<file path="src/rtl/piso_register.sv">
// ---------------------------------------------------------------------------
// piso_register
//
// Parallel-in, serial-out transmit register. A WIDTH-bit word is captured
// from the parallel data bus when the block is idle and load is high. It is
// then shifted out one bit per clock on sout, qualified by sout_valid. A
// one-cycle done pulse follows the last bit of the frame.
//
// Handshake: a word transfers on a rising edge where load=1 and ready=1.
// load has no effect while ready=0, and requests are not queued. Once
// accepted, the frame runs to completion. hold=1 can stretch the frame;
// only an active-low rst_ can abort it.
//
// Parameters:
//   WIDTH      word width in bits (>= 2)
//   MSB_FIRST  1: bit WIDTH-1 leaves first, 0: bit 0 leaves first
//
// Ports:
//   clk         system clock, rising edge
//   rst_        asynchronous active-low reset
//   data        parallel word, sampled on the load acceptance edge
//   load        load request, accepted only when ready=1
//   hold        pause request, freezes shifting while in SHIFT
//   ready       idle and able to accept load
//   sout        serial data bit
//   sout_valid  sout carries a frame bit this cycle
//   done        one-cycle pulse after the last bit of a frame
//   state_dbg   current FSM state (IDLE=0, SHIFT=1, DONE=2) for observation
// ---------------------------------------------------------------------------
module piso_register #(
  parameter int WIDTH     = 8,
  parameter bit MSB_FIRST = 1'b1
) (
  input  logic             clk,
  input  logic             rst_,
  input  logic [WIDTH-1:0] data,
  input  logic             load,
  input  logic             hold,
  output logic             ready,
  output logic             sout,
  output logic             sout_valid,
  output logic             done,
  output logic [1:0]       state_dbg
);

  localparam int CW = $clog2(WIDTH);
  localparam logic [CW-1:0] CNT_LAST = CW'(WIDTH - 1);

  localparam logic [1:0] IDLE  = 2'd0;
  localparam logic [1:0] SHIFT = 2'd1;
  localparam logic [1:0] DONE  = 2'd2;

  logic [1:0]       state;
  logic [WIDTH-1:0] shreg;
  logic [CW-1:0]    cnt;

  logic             head;
  logic [WIDTH-1:0] shreg_next;

  // The head is the bit currently presented on sout. Shifting moves the
  // next bit into the head position and zero-fills the far end.
  always_comb begin
    head       = 1'b0;
    shreg_next = '0;
    if (MSB_FIRST) begin
      head       = shreg[WIDTH-1];
      shreg_next = {shreg[WIDTH-2:0], 1'b0};
    end else begin
      head       = shreg[0];
      shreg_next = {1'b0, shreg[WIDTH-1:1]};
    end
  end

  always_ff @(posedge clk or negedge rst_) begin
    if (!rst_) begin
      state <= IDLE;
      shreg <= '0;
      cnt   <= '0;
    end else begin
      case (state)
        IDLE: begin
          if (load) begin
            shreg <= data;
            cnt   <= CNT_LAST;
            state <= SHIFT;
          end
        end
        SHIFT: begin
          // hold freezes everything, so the bit on sout is neither lost
          // nor repeated once shifting resumes.
          if (!hold) begin
            if (cnt == '0) begin
              state <= DONE;
            end else begin
              shreg <= shreg_next;
              cnt   <= cnt - 1'b1;
            end
          end
        end
        DONE: begin
          state <= IDLE;
        end
        default: begin
          state <= IDLE;
        end
      endcase
    end
  end

  // All outputs decode from registered state. sout_valid additionally
  // follows hold so a paused bit is not counted twice by the receiver.
  always_comb begin
    ready      = 1'b0;
    sout       = 1'b0;
    sout_valid = 1'b0;
    done       = 1'b0;
    case (state)
      IDLE:    ready = 1'b1;
      SHIFT: begin
        sout       = head;
        sout_valid = ~hold;
      end
      DONE:    done = 1'b1;
      default: ready = 1'b0;
    endcase
  end

  assign state_dbg = state;

endmodule

</file>
<file path="config.mk">
export PLATFORM = sky130hd
export DESIGN_NAME = piso_register
export DESIGN_NICKNAME = d
export VERILOG_FILES = /design/src/rtl/piso_register.sv
export SDC_FILE = /design/constraint.sdc
export NUM_CORES = 1
export LEC_CHECK = 0
export ABC_AREA = 1
export BUFFER_PORTS_ARGS = -buffer_cell sky130_fd_sc_hd__buf_2
export CORE_AREA = 2 2 46 48
export DETAILED_ROUTE_END_ITERATION = 8
export DIE_AREA = 0 0 48 50
export GPL_TIMING_DRIVEN = 1
export HOLD_SLACK_MARGIN = 0.05
export PLACE_DENSITY_LB_ADDON = 0.25
export RECOVER_POWER = 100
export SKIP_LAST_GASP = 1
export SLEW_MARGIN = 20
export SYNTH_ARGS = -nofsm -noshare
export SYNTH_HDL_FRONTEND = slang
export SYNTH_SLANG_ARGS = --single-unit
</file>
<file path="constraint.sdc">
create_clock -name clk -period 1.9 [get_ports clk]
set_clock_uncertainty 0.2 [all_clocks]
set_input_delay 0.285 -clock clk [delete_from_list [all_inputs] [get_ports clk]]
set_output_delay 0.285 -clock clk [all_outputs]
set_load 0.05 [all_outputs]
</file>
==> flow_summary.ini <==
[run_status]
outcome = complete, no violations

[clock_network]
cts_max_path_buffers = 2
cts-buffers-inserted = 3
clk_pin_slew_ns = 0.08
worst_skew_pair.late_latency_ns = 0.28
cts_htree_levels = 1
cts_setup_buffers = 0
cts_sinks = 13
cts_tree = built
root_buffer = clkbuf_4

[synthesis]
syn-num-nets = 119
synth_edf_count = 0
synthTopCellsByCount = 51 x nand2_1, 13 x dfrtp_1, 8 x o21ai_1
synth_cell_type_count = 17
ys_warn_count = 0
synth_area_leaders = dfrtp_1 43%, nand2_1 26%, o21ai_1 5.3%
synthCells = 105
synth_xor_xnor_area_share = 0.0117
synth_top_family_by_area = simple AND/OR/NAND/NOR gates
synth_simple_gate_area_frac = 0.327
syn_avg_cell_area_um2 = 7.14
ys_async_sr_fraction = 1.00
synth_ff_type = dfrtp_1
synth_compound_area_frac = 0.0918
yosys_register_bits = 13
yosysSeqAreaShare = 0.434
synth_area_um2 = 749
yosys-mux-area-fraction = 0
synth_top_area_cell = dfrtp_1
synth_most_common_cell = nand2_1
synth_fa_ha_area_frac = 0.0334
synth_top_area_frac = 0.434

[detailed_routing]
vias_per_cell = 4.51
via_count = 690
drc_errors = 0
dr.pass1.iters = 4
wl_per_cell_um = 10.7
totalWireLength_um = 1630
drt-initial-drc-count = 13
ant_nets = 0

[global_routing]
grt_use_met1 = 0.220
grt_pass1_vias = 667
grt_max_degree = 14
grt_pass1_wl_um = 2930
grt_usage = 0.171
use_met2 = 0.264
grt.met3_usage = 0.0586
grt-ovfl-total = 0
busiest_layer = met2
antenna_found_initial = 0

[power_and_ir_drop]
power_mw = 1.68
p_leak_nw = 0.514
vdd_drop_max_mv = 0.739
p_per_area_mw_per_mm2 = 1860

[worst_hold_path]
min-delay-start = hold
hold_class = in2reg
worstHoldEndpoint = state_dbg[0]
holdPathStages = 3

[cells_and_area]
num_antenna_cells = 0
fillers = 216
stdcell_count = 153
drive_above_1_share = 0.254
final_util = 0.474
area_growth_pct = 20.4
nNetsFinal = 141
final-seq-area_um2 = 327
multi_input_area_um2 = 360

[sta]
worst_slew_pin_slew_ns = 0.737
hold_viol_final = 0
period_needed_ns = 1.80
rsz0062_at_grt = false
max_slew_margin = 0.509
fmax_mhz = 554
post-route-period-util = 0.949
finalSetupViolations = 0
finalSetupTns_ns = 0
hold_ws_ns = 0.0875
drv_slew = 0

[critical_path]
worst_setup_path_end_kind = output pin
crit_required_ns = 1.41
r2r_cells = 8
rrSetupSlack_ns = 0.27
timing.rr.end = cnt[1]
reg2reg_from = cnt[0]
crit_arrival_ns = 1.32
start_kind = flip-flop
critical_path_class = reg2out
critPathMaxFanout = 7

[floorplan]
die_height_um = 50
die_width_um = 48
coreArea_mm2 = 0.00190
io_pins = 18
initial_core_util = 0.394
dieArea_mm2 = 0.00240
rows = 16

[place]
dp_hpwl_um = 1160
gp_congestion = 0.769
port_buffers = 17
dp.cells = 148

[run]
max_cap_violations = 0
per-stage QoR:
stage | setup slack [ns] | instance area [um2]
3_3_place_gp | 0.337 | 870
6_report | 0.0965 | 902
2_1_floorplan | -0.0336 | 763
4_1_cts | 0.0422 | 910
5_1_grt | 0.0147 | 902
3_5_place_dp | 0.266 | 870
worst max path at each step:
stage | startpoint | endpoint | slack (ns)
after floorplan | state_dbg[1] | sout | -0.03
after detailed placement | state_dbg[1] | sout_valid | 0.27
after global routing | state_dbg[1] | sout_valid | 0.01
final | state_dbg[1] | sout | 0.1
after global placement | state_dbg[1] | sout | 0.34
after CTS | state_dbg[1] | sout_valid | 0.04
placed cells by master, fill, tap and decap left out:
cell type / n
buf_2: 10
a21oi_1: 1
nor2_4: 1
inv_1: 7
dfrtp_1: 12
nand2_1: 50
dfrtp_2: 1
xnor2_1: 1
nand2_2: 3
o21ai_0: 3
inv_2: 2
clkbuf_2: 3
clkbuf_4: 5
nand3_1: 2
o21ai_1: 8
dlygate4sd3_1: 1
clkbuf_1: 4
a21oi_2: 1
clkinv_2: 1
ha_1: 2
nor2_1: 3
buf_4: 2
nor2_2: 3
what timing repair did:
action	CTS	global route
hold endpoints to repair	13	0
resized for setup	1	2
endpoints found under the setup margin	2	2
hold buffers	1	0
state kept, by name, indices dropped and copies added, names as in the netlist:
| name | flops |
|---|---|
| cnt | 3 |
| shreg | 8 |
| state_dbg | 2 |
metal layers:
metal,wire length (um),vias up
met5,0,-
met4,14,0
met3,69,2
met2,760,17
met1,789,309
li1,-,362
final cells by class:
cell class                 instances  share of cell area
inverter                           9              0.0374
sequential                        13               0.362
clock buffer                       3              0.0250
clock inverter                     1             0.00555
timing repair buffer              22               0.133
tap                               27              0.0374
multi-input combinational         78               0.399
worst max-delay path, cell delays in order, from the launching register on:
cell	delay (ns)
dfrtp_1	0.41
inv_1	0.14
nand2_2	0.15
nor2_2	0.10
clkbuf_4	0.23
report_power, final:
group / internal, mW / total, mW / switching [mW]
combinational: 0.314 / 1.00 / 0.689
sequential: 0.410 / 0.493 / 0.0838
clock: 0.0782 / 0.181 / 0.103
kinds of logic after synthesis:
group,Yosys count
flip-flops,13
AO/OA/AOI/OAI,13
buffers and inverters,14
XOR/XNOR,1
AND/OR/NAND/NOR,62
adder cells (fa/ha/maj),2
(Power assumes the default switching activity.)
